**src/rtl/bp_cce_pending_counter_table.sv**
```systemverilog
`default_nettype none
// ============================================================================
//  Module   : bp_cce_pending_counter_table
//  Purpose  : Per-way-group saturating pending-transaction counters for the
//             CCE. Provides inc/dec/clear writes, registered lookups with
//             same-cycle write bypass, a live busy-entry count, sticky
//             overflow/underflow flags and a registered write-trace stream.
//  Revision : 1.0 - initial release
// ============================================================================
module bp_cce_pending_counter_table #(
  parameter  int num_way_groups_p     = 64,
  parameter  int width_p              = 3,
  localparam int lg_num_way_groups_lp = $clog2(num_way_groups_p),
  localparam int lg_count_lp          = $clog2(num_way_groups_p + 1)
) (
  input  logic                            clk_i,
  input  logic                            reset_i,

  input  logic                            w_v_i,
  input  logic [lg_num_way_groups_lp-1:0] w_wg_i,
  input  logic                            w_pending_i,
  input  logic                            w_clear_i,

  input  logic                            r_v_i,
  input  logic [lg_num_way_groups_lp-1:0] r_wg_i,

  output logic                            r_v_o,
  output logic                            r_pending_o,
  output logic [width_p-1:0]              r_count_o,

  output logic [lg_count_lp-1:0]          busy_count_o,
  output logic                            overflow_o,
  output logic                            underflow_o,

  output logic                            trace_v_o,
  output logic [lg_num_way_groups_lp-1:0] trace_wg_o,
  output logic [width_p-1:0]              trace_val_o
);

  localparam logic [width_p-1:0]     cnt_max_lp  = '1;
  localparam logic [width_p-1:0]     cnt_one_lp  = width_p'(1);
  localparam logic [lg_count_lp-1:0] busy_one_lp = lg_count_lp'(1);

  // Counter storage, one register per way group
  logic [width_p-1:0] mem_q [num_way_groups_p];

  // Write datapath
  logic [width_p-1:0] old_val;
  logic [width_p-1:0] new_val;
  logic               ovf_hit;
  logic               unf_hit;

  // Read datapath
  logic [width_p-1:0] rd_val;

  // Next-state of the aggregate status registers
  logic [lg_count_lp-1:0] busy_count_d, busy_count_q;
  logic                   overflow_d,   overflow_q;
  logic                   underflow_d,  underflow_q;

  // Read response and trace registers
  logic                            r_v_q;
  logic                            r_pending_q;
  logic [width_p-1:0]              r_count_q;
  logic                            trace_v_q;
  logic [lg_num_way_groups_lp-1:0] trace_wg_q;
  logic [width_p-1:0]              trace_val_q;

  assign old_val = mem_q[w_wg_i];

  // New counter value for the addressed entry; saturates at both ends
  always_comb begin
    new_val = old_val;
    ovf_hit = 1'b0;
    unf_hit = 1'b0;
    if (w_clear_i) begin
      new_val = '0;
    end else if (w_pending_i) begin
      if (old_val == cnt_max_lp) ovf_hit = 1'b1;
      else                       new_val = old_val + cnt_one_lp;
    end else begin
      if (old_val == '0) unf_hit = 1'b1;
      else               new_val = old_val - cnt_one_lp;
    end
  end

  // Busy count tracks zero/non-zero transitions of the written entry; sticky flags accumulate
  always_comb begin
    busy_count_d = busy_count_q;
    overflow_d   = overflow_q;
    underflow_d  = underflow_q;
    if (w_v_i) begin
      if ((old_val == '0) && (new_val != '0))      busy_count_d = busy_count_q + busy_one_lp;
      else if ((old_val != '0) && (new_val == '0)) busy_count_d = busy_count_q - busy_one_lp;
      overflow_d  = overflow_q  | ovf_hit;
      underflow_d = underflow_q | unf_hit;
    end
  end

  // A same-cycle write to the read way group is forwarded into the response
  assign rd_val = (w_v_i && (w_wg_i == r_wg_i)) ? new_val : mem_q[r_wg_i];

  generate
    for (genvar g = 0; g < num_way_groups_p; g++) begin : g_entry
      // Entry register: updated only when the write addresses this way group
      always_ff @(posedge clk_i or negedge reset_i) begin
        if (!reset_i) begin
          mem_q[g] <= '0;
        end else if (w_v_i && (w_wg_i == lg_num_way_groups_lp'(g))) begin
          mem_q[g] <= new_val;
        end
      end
    end
  endgenerate

  // Aggregate status registers
  always_ff @(posedge clk_i or negedge reset_i) begin
    if (!reset_i) begin
      busy_count_q <= '0;
      overflow_q   <= 1'b0;
      underflow_q  <= 1'b0;
    end else begin
      busy_count_q <= busy_count_d;
      overflow_q   <= overflow_d;
      underflow_q  <= underflow_d;
    end
  end

  // Read response: valid pulses per request, data holds when idle
  always_ff @(posedge clk_i or negedge reset_i) begin
    if (!reset_i) begin
      r_v_q       <= 1'b0;
      r_pending_q <= 1'b0;
      r_count_q   <= '0;
    end else begin
      r_v_q <= r_v_i;
      if (r_v_i) begin
        r_pending_q <= |rd_val;
        r_count_q   <= rd_val;
      end
    end
  end

  // Write trace: one beat per accepted write, carrying the entry's new value
  always_ff @(posedge clk_i or negedge reset_i) begin
    if (!reset_i) begin
      trace_v_q   <= 1'b0;
      trace_wg_q  <= '0;
      trace_val_q <= '0;
    end else begin
      trace_v_q <= w_v_i;
      if (w_v_i) begin
        trace_wg_q  <= w_wg_i;
        trace_val_q <= new_val;
      end
    end
  end

  assign r_v_o        = r_v_q;
  assign r_pending_o  = r_pending_q;
  assign r_count_o    = r_count_q;
  assign busy_count_o = busy_count_q;
  assign overflow_o   = overflow_q;
  assign underflow_o  = underflow_q;
  assign trace_v_o    = trace_v_q;
  assign trace_wg_o   = trace_wg_q;
  assign trace_val_o  = trace_val_q;

endmodule
`default_nettype wire

```
**config.mk**
```make
export PLATFORM = sky130hd
export DESIGN_NAME = bp_cce_pending_counter_table
export DESIGN_NICKNAME = d
export VERILOG_FILES = /design/src/rtl/bp_cce_pending_counter_table.sv
export SDC_FILE = /design/constraint.sdc
export NUM_CORES = 1
export LEC_CHECK = 0
export CORE_MARGIN = 5
export CORE_UTILIZATION = 55
export CTS_CLUSTER_DIAMETER = 60
export CTS_CLUSTER_SIZE = 14
export DETAILED_ROUTE_END_ITERATION = 8
export GPL_ROUTABILITY_DRIVEN = 0
export PLACE_DENSITY_LB_ADDON = 0.08
export SYNTH_ARGS = -nofsm -noshare
export SYNTH_HDL_FRONTEND = slang
export SYNTH_SLANG_ARGS = --single-unit
```
**constraint.sdc**
```tcl
create_clock -name clk_i -period 5.62 [get_ports clk_i]
set_input_delay 0.843 -clock clk_i [delete_from_list [all_inputs] [get_ports clk_i]]
set_output_delay 0.843 -clock clk_i [all_outputs]
set_load 0.005 [all_outputs]
```
==> impl_metrics.csv, run 1 <==
group,metric,value,unit
grt,grt-ovfl-total,0,
pwr,seqPwrFrac,0.439,
critical_path,startpoint_type,"input port",
synth,synthMuxAreaShare,0.237,
clock_network,cts_root_buffer,"clkbuf_16",
layout,fill_cells,1672,
pwr,comb_power_share,0.228,
synth,yosys.area_share.simple,0.122,
clock_network,htree_levels,1,
layout,multiInputGateArea,5900,um^2
sta,slew_headroom,0.142,
layout,final-instance-count-excl-fill,1417,
clock_network,cts_buffers,22,
grt,grt_max_degree,134,
placed_design,hpwl,24300,um
drt,dr.pass1.iters,5,
pwr,cellLeakagePower,5.64,nW
pwr,switchingPower,1.33,mW
grt,first_global_vias,8844,
synth,synth_compound_area_frac,0.120,
grt,grt_util_met3,0.0510,
pwr,p_int,3.07,mW
outcome,status,"completed",
sta,worst_slew_pin_slew,1.28,ns
layout,ff_latch_area,5410,um^2
clock_network,cts_sinks,216,
placed_design,dp_cells,1385,
run,max_cap_violations,0,
placed_design,port_buffers,41,
pwr,power.total,4.40,mW
synth,ys_seq_elements,216,
sta,layout_min_cycle_time,5.10,ns
drt,wirelength,34700,um
sta,slew_viol_final,0,
synth,yosys.area_share.adder,0.0124,
sta,fin_setup_tns,0,ns
hold_path,hold_class,"input port to async pin",
die,die_w,156,um
sta,max_freq,196,MHz
synth,syn_area,11700,um^2
layout,drive_above_1_share,0.186,
critical_path,end_kind,"register",
clock_network,cts_setup_buffers,0,
grt,grt_pass1_wl,54900,um
clock_network,worstSkewPairLatency,0.53,ns
grt,met1_usage,0.437,
synth,ys_types,57,
sta,rsz0062_at_grt,"no",
die,fp.coreArea,21000,um^2
die,rows,53,
drt,viasPerCell,6.43,
clock_network,path_clk_slew,0.07,ns
pwr,power_frac_clock,0.333,
drt,drtIter0Drc,1120,
layout,nets,1163,
sta,hold_viol,0,
grt,grtUsageMet2,0.448,
clock_network,cts_tree,"yes",
critical_path,cp_max_fo,19,
grt,top_usage_layer,"met2",
critical_path,worstPathArrival,5.50,ns
synth,synth_cells,1090,
layout,syn2layout_area_growth,13.3,%
synth,async_flop_share,1.00,
synth,syn_nets,1119,
synth,ys.flop_type,"dfrtp_1",
pwr,cellPowerDensity,331,nW/um^2
grt,antenna_found_initial,0,
drt,drc,0,
clock_network,cts.path.max_buffers,3,
die,dieArea,24300,um^2
sta,skew,0.0236,ns
synth,synth.avg_cell_area,10.8,um^2
sta,setup_viol_count_final,0,
drt,wl_per_cell,24.5,um
pwr,switching_share,0.301,
critical_path,rr_worst_depth,24,
synth,yosysMostFrequentCell,"nand2_1",
synth,synth-xor-area-share,0.0105,
synth,seq_area_frac_synth,0.461,
grt,track_usage,0.294,
synth,yosys.area.top_type,"dfrtp_1",
pwr,ir_drop,254,uV
critical_path,critPathKind,"input port to register",
die,die_y,156,um
synth,ys_warn_count,0,
synth,synth_top_family_by_area,"multiplexers",
die,start_util,0.558,
critical_path,cp_data_required_time,6.02,ns
layout,antenna_cells,0,
sta,holdWs,0.295,ns
drt,ant_nets,0,
die,ioPinCount,42,
synth,synth_commonest_cells,"235 x nand2_1, 216 x dfrtp_1, 163 x o21ai_0",
synth,synth_edf_count,0,
drt,num_vias,9114,
synth,yosys.area.top_type_share,0.461,
sta,fin_crit_sh,0.908,
synth,synthTopCellsByArea,"dfrtp_1 46%, mux4_2 18%, nand2_1 7.5%, o21ai_0 7.0%, mux2i_1 4.1%",
[worst max-delay path: stages]
cell and delay, ns:
clkdlybuf4s50_1 0.61, buf_12 0.20, nand2b_1 0.15, a21oi_1 0.15, nand3_1 0.10, nand4_1 0.17, nor2_1 0.05, or2_2 0.28
ha_1 0.22, ha_1 0.21, buf_4 0.16, nand2_1 0.06, o41ai_1 0.08, xnor2_1 0.30, nand2b_2 0.10, nand3_1 0.10
ha_1 0.20, inv_1 0.12, fa_1 0.43, a21o_1 0.18, a21oi_1 0.18, o21bai_1 0.08, a21oi_1 0.17, xnor2_1 0.14
nor2_1 0.07, xor2_1 0.15
[path summary, 6_finish.rpt]
| check | start | end | slack [ns] |
|---|---|---|---|
| setup / recovery | w_wg_i[5] | busy_count_o[6] | 0.52 |
| hold / removal | reset_i | busy_count_o[4] | 0.30 |
| setup reg to reg | mem_q[19] | busy_count_o[6] | 0.91 |
| hold reg to reg | busy_count_o[6] | busy_count_o[6] | 0.48 |
| max in group asynchronous | reset_i | mem_q[41] | 4.14 |
| min in group clk_i | busy_count_o[6] | busy_count_o[6] | 0.48 |
[power by group through the flow]
stage | Combinational (mW) | Clock, mW | Sequential [mW]
after global routing | 1.10 | 1.54 | 1.96
after global placement | 0.974 | 0 | 1.95
after CTS | 1.00 | 1.48 | 1.93
after floorplan | 0.643 | 0 | 1.90
final | 1.00 | 1.46 | 1.93
after detailed placement | 0.997 | 0 | 1.96
[kinds of logic after synthesis]
kind of cell	Yosys count
multiplexers	160
adder cells (fa/ha/maj)	11
XOR/XNOR	14
flip-flops	216
AO/OA/AOI/OAI	250
buffers and inverters	94
AND/OR/NAND/NOR	345
[repair_timing]
action,CTS,global route
setup endpoints to repair,0,2
resized for setup,0,5
hold buffers,0,0
[per-layer routing]
metal	wire length, um	part of all wire	vias to the layer above
li1	-	-	4025
met1	14700	0.43	4575
met2	15900	0.46	431
met3	2830	0.082	83
met4	1150	0.033	0
met5	0	0	-
[layout make-up]
cell class / count / share of cell area
clock inverters: 9 / 0.00989
multi-input cells: 780 / 0.444
well taps: 275 / 0.0259
clock buffers: 23 / 0.0425
inverters: 26 / 0.00735
repair buffers: 88 / 0.0629
flip-flops and latches: 216 / 0.407
[sequential cells by signal, summed over array words and instances (netlist names)]
signal and flops:
r_pending_o 1, busy_count_o 7, underflow_o 1, trace_v_o 1
r_count_o 3, mem_q 192, trace_wg_o 6, trace_val_o 3
r_v_o 1, overflow_o 1
[placed cells by master, fill, tap and decap left out, drive strengths merged, types with 2 or more instances in the layout]
cell type / instances
dfrtp: 216
a31oi: 5
nor4: 2
xor2: 4
a2111oi: 3
clkbuf: 23
nor2: 48
a22oi: 19
mux2i: 48
and2: 4
clkinv: 5
xnor2: 10
a21oi: 31
nor3: 14
mux4: 92
o21ai: 171
o22ai: 2
nand3: 13
ha: 10
nand2: 235
nand4: 2
nor2b: 9
or2: 2
nand2b: 11
a21o: 3
and3: 2
a31o: 3
inv: 27
a211oi: 2
clkdlybuf4s50: 34
bufinv: 2
mux2: 20
buf: 53
[through the flow]
stage,area [um^2],worst slack [ns],util
6_report,13300,0.516,0.632
5_1_grt,13300,0.146,0.632
4_1_cts,13300,0.198,0.631
3_5_place_dp,12600,-0.321,0.598
3_3_place_gp,12600,-0.193,0.598
2_1_floorplan,11700,0.0638,-
(Power assumes the default switching activity.)
==> inputs of run 2 (changes only) <==
--- a/config.mk
+++ b/config.mk
@@ -5,7 +5,8 @@
 export SDC_FILE = /design/constraint.sdc
 export NUM_CORES = 1
 export LEC_CHECK = 0
-export CORE_MARGIN = 5
+export CORE_ASPECT_RATIO = 0.6
+export CORE_MARGIN = 2
 export CORE_UTILIZATION = 55
 export CTS_CLUSTER_DIAMETER = 60
 export CTS_CLUSTER_SIZE = 14
==> impl_metrics.csv, run 2 (synthesized netlist as in run 1, its figures left out) <==
group,metric,value,unit
drt,ant_nets,0,
sta,setup_slack,0.189,ns
clock_network,path_clk_slew,0.07,ns
clock_network,worstSkewPairLatency,0.51,ns
sta,slew_viol_final,0,
sta,slew_headroom,0.119,
layout,final_area,13300,um^2
pwr,cellPowerDensity,315,nW/um^2
critical_path,cp_data_required_time,6.02,ns
grt,first_global_vias,8763,
clock_network,cts_buffers,19,
critical_path,end_kind,"register",
critical_path,startpoint_type,"input port",
sta,setup_viol_count_final,0,
grt,grt_max_degree,111,
grt,track_usage,0.343,
die,ioPinCount,42,
critical_path,cp_max_fo,32,
placed_design,hpwl,26100,um
sta,fin_crit_sh,0.966,
pwr,ir_drop,262,uV
sta,rsz0062_at_grt,"no",
grt,antenna_found_initial,2,
clock_network,cts.path.max_buffers,3,
placed_design,dpl-instance-area,12800,um^2
drt,num_vias,9217,
critical_path,slowest_stage,"a2111oi_2",
sta,hold_viol,0,
outcome,status,"completed",
hold_path,hold_class,"input port to async pin",
drt,dr.pass1.iters,6,
sta,skew,0.0145,ns
sta,layout_min_cycle_time,5.43,ns
layout,syn2layout_area_growth,13.1,%
layout,final_common_cell,"nand2_1",
clock_network,cts_setup_buffers,0,
drt,wl_per_cell,25.5,um
grt,grt-ovfl-total,0,
layout,largest_register,"mem_q",
sta,max_freq,184,MHz
clock_network,cts_sinks,216,
drt,drc,0,
layout,nets,1187,
die,rows,41,
clock_network,htree_levels,1,
critical_path,worstPathArrival,5.83,ns
placed_design,post-place-ws,-0.170,ns
critical_path,critical_path.max_stage_delay,0.59,ns
sta,fin_setup_tns,0,ns
pwr,cellLeakagePower,5.66,nW
placed_design,port_buffers,41,
sta,worst_slew_pin_slew,1.31,ns
clock_network,ctsHoldBuffers,0,
run,max_cap_violations,0,
layout,drive_above_1_share,0.194,
drt,wirelength,36600,um
drt,drtIter0Drc,1149,
die,fp.coreArea,21000,um^2
critical_path,critPathKind,"input port to register",
die,dieArea,22500,um^2
die,die_w,193,um
drt,viasPerCell,6.41,
layout,largest_register_ffs,192,
layout,utilization,0.632,
grt,grt_pass1_wl,56100,um
clock_network,cts_root_buffer,"clkbuf_16",
layout,final_cell_mix,"235 x nand2_1, 216 x dfrtp_1, 163 x o21ai_0, 92 x mux4_2, 69 x buf_4",
die,die_y,117,um
critical_path,path_common_cell,"a21oi_1",
die,start_util,0.559,
clock_network,cts_tree,"yes",
critical_path,r2r_setup_slack,0.71,ns
sta,holdWs,0.376,ns
## run 2: changes by cell type in the layout (fill, tap and decap cells not counted), sizes merged
cell,previous run,this run
clkbuf,23,19
clkinv,5,2
diode,0,1
inv,27,25
bufinv,2,0
clkinvlp,1,0
clkdlybuf4s50,34,35
dlymetal6s2s,1,0
buf,53,80
## run 2: layout make-up
class	count	area (um^2)
Clock buffer	19	475
Tap cell	279	349
Inverter	26	97.6
Timing Repair Buffer	115	1020
Fill cell	1726	7720
Antenna cell	1	2.50
Sequential cell	216	5410
Multi-Input combinational cell	780	5900
Clock inverter	1	8.76
## run 2: worst paths after layout
check / depth (start not counted) / start / end
setup / recovery: 25 / w_wg_i[3] / busy_count_o[6]
hold / removal: 1 / reset_i / mem_q[87]
setup reg to reg: 23 / mem_q[191] / busy_count_o[6]
hold reg to reg: 1 / busy_count_o[6] / busy_count_o[6]
max in group asynchronous: 2 / reset_i / mem_q[126]
min in group clk_i: 1 / busy_count_o[6] / busy_count_o[6]
## run 2: critical path: cells and delay by family
family,cells,cell delay [ns]
compound gates,9,1.70
buf+inv,4,1.03
fa+ha+maj,3,0.87
mux,2,0.54
simple gates,5,0.54
xor+xnor,2,0.28
## run 2: power breakdown
part	internal, mW	switching [mW]
logic	0.521	0.549
clock network	0.601	0.568
registers	1.76	0.182
total	2.88	1.30
## run 2: metrics by stage
step | instances | power (mW)
floorplan | 1090 | 2.54
CTS | 1436 | 4.18
global route | 1436 | 4.37
global placement | 1416 | 2.99
finish | 1437 | 4.18
detailed placement | 1416 | 3.01
## run 2: timing repair
action	in CTS	in global routing
endpoints found under the hold margin	0	0
resized for setup	0	1
endpoints found under the setup margin	0	1
## run 2: layer usage
metal | global-route usage | wire length, um | up-vias
met5 | 0 | 0 | -
met4 | 0.0789 | 837 | 0
met3 | 0.103 | 4280 | 71
met2 | 0.460 | 14600 | 481
met1 | 0.543 | 16900 | 4608
li1 | - | - | 4057
==> inputs of run 3 (changes only) <==
--- a/config.mk
+++ b/config.mk
@@ -13,6 +13,7 @@
 export DETAILED_ROUTE_END_ITERATION = 8
 export GPL_ROUTABILITY_DRIVEN = 0
 export PLACE_DENSITY_LB_ADDON = 0.08
+export RECOVER_POWER = 25
 export SYNTH_ARGS = -nofsm -noshare
 export SYNTH_HDL_FRONTEND = slang
 export SYNTH_SLANG_ARGS = --single-unit
==> impl_metrics.csv, run 3 (synthesized netlist as in run 1, its figures left out) <==
group,metric,value,unit
clock_network,cts_setup_buffers,0,
critical_path,cp_max_fo,32,
die,rows,41,
layout,fill_cells,1729,
drt,num_vias,9173,
pwr,cellPowerDensity,315,nW/um^2
critical_path,crit_end,"busy_count_o[6]",
hold_path,hold_class,"register to register",
critical_path,cp.buffers_inverters,4,
layout,final_common_cell,"nand2_1",
critical_path,worstPathArrival,5.83,ns
critical_path,rr_worst_depth,23,
critical_path,startpoint_type,"input port",
clock_network,htree_levels,1,
drt,wl_met1,16800,um
layout,syn2layout_area_growth,13.0,%
drt,ant_nets,0,
critical_path,cp-startpoint,"w_wg_i[3]",
critical_path,slowest_stage,"a2111oi_2",
grt,grt-ovfl-total,0,
drt,wirelength,36500,um
placed_design,port_buffers,41,
critical_path,critical_path.max_stage_delay,0.61,ns
clock_network,ctsHoldBuffers,0,
drt,viasPerCell,6.38,
grt,grt_max_degree,111,
outcome,violations,"max-capacitance violations, max-slew violations",
sta,rsz0062_at_grt,"no",
layout,final_cell_mix,"235 x nand2_1, 216 x dfrtp_1, 163 x o21ai_0, 92 x mux4_2, 68 x buf_4",
drt,drtIter0Drc,1157,
clock_network,cts_root_buffer,"clkbuf_16",
critical_path,critPathTopFamily,"compound AO/OA/AOI/OAI gates",
grt,track_usage,0.343,
grt,grt_pass1_wl,56100,um
layout,drive_above_1_share,0.194,
run,max_cap_violations,1,
drt,wl_met2,14500,um
grt,first_global_vias,8763,
clock_network,cts_sinks,216,
sta,hold_viol,0,
drt,routed.top_layer,"met4",
critical_path,r2r-end,"busy_count_o[6]",
die,start_util,0.559,
die,ioPinCount,42,
critical_path,r2r-start,"mem_q[191]",
drt,drc,0,
sta,worst_slew_pin_slew,2.74,ns
die,die_y,117,um
clock_network,cts-resized-gates,0,
drt,dr.pass1.iters,8,
clock_network,cts_buffers,19,
critical_path,worst-path-stages,25,
sta,holdWs,0.484,ns
sta,max_freq,184,MHz
drt,routed-wl-met3,4380,um
placed_design,hpwl,26100,um
sta,slew_headroom,-0.824,
pwr,ir_drop,262,uV
sta,fin_crit_sh,0.967,
critical_path,path_common_cell,"a21oi_1",
critical_path,r2r_setup_slack,0.69,ns
drt,wl_per_cell,25.4,um
clock_network,path_clk_slew,0.07,ns
die,fp.coreArea,21000,um^2
sta,setup_viol_count_final,0,
sta,layout_min_cycle_time,5.44,ns
layout,nets,1187,
sta,skew,0.0179,ns
clock_network,worstSkewPairLatency,0.52,ns
layout,utilization,0.632,
sta,fin_setup_tns,0,ns
layout,largest_register_ffs,192,
critical_path,critPathKind,"input port to register",
clock_network,cts_tree,"yes",
pwr,cellLeakagePower,5.65,nW
layout,largest_register,"mem_q",
critical_path,cp_data_required_time,6.02,ns
clock_network,cts.path.max_buffers,3,
sta,slew_viol_final,107,
outcome,status,"finished, violations left",
critical_path,end_kind,"register",
die,die_w,193,um
grt,antenna_found_initial,2,
die,dieArea,22500,um^2
run 3: cell types whose count changed in the layout (fill, tap and decap cells not counted):
cell             delta
dlygate4sd3_1       +2
clkbuf_2            +1
clkbuf_1            +1
buf_8               -1
buf_4               -1
clkdlybuf4s50_1     -2
run 3: per-layer routing:
| metal | vias up | track usage |
|---|---|---|
| li1 | 4059 | - |
| met1 | 4562 | 0.543 |
| met2 | 478 | 0.460 |
| met3 | 74 | 0.103 |
| met4 | 0 | 0.0789 |
| met5 | - | 0 |
run 3: layout make-up:
cell class                 count  area (um^2)  share of cell area
tap                          279          349              0.0263
sequential                   216         5410               0.408
antenna                        1         2.50            0.000189
multi-input combinational    780         5900               0.445
clock buffer                  19          475              0.0359
inverter                      26         97.6             0.00737
clock inverter                 1         8.76            0.000661
timing repair buffer         115         1010              0.0762
run 3: how the worst min path moves through the flow:
| stage | from | end | slack (ns) | cells past startpoint |
|---|---|---|---|---|
| CTS | reset_i | busy_count_o[2] | 0.43 | 1 |
| global placement | busy_count_o[6] | busy_count_o[6] | 0.47 | 1 |
| floorplan | mem_q[86] | mem_q[86] | 0.46 | 2 |
| global route | trace_wg_o[2] | trace_wg_o[2] | 0.52 | 1 |
| detailed placement | busy_count_o[6] | busy_count_o[6] | 0.47 | 1 |
| finish | busy_count_o[6] | busy_count_o[6] | 0.48 | 1 |
run 3: where the power goes:
part | switching [mW] | total, mW | internal [mW]
logic | 0.548 | 1.07 | 0.520
registers | 0.182 | 1.94 | 1.76
clock network | 0.571 | 1.17 | 0.602
total | 1.30 | 4.18 | 2.88
run 3: metrics by stage:
| step | area [um^2] | cells | setup WS [ns] | power (mW) |
|---|---|---|---|---|
| floorplan | 11700 | 1090 | 0.0638 | 2.54 |
| global placement | 12800 | 1416 | -0.0878 | 2.99 |
| detailed placement | 12800 | 1416 | -0.170 | 3.01 |
| CTS | 13300 | 1436 | 0.353 | 4.18 |
| global route | 13200 | 1436 | 0.00788 | 4.37 |
| finish | 13300 | 1437 | 0.184 | 4.18 |
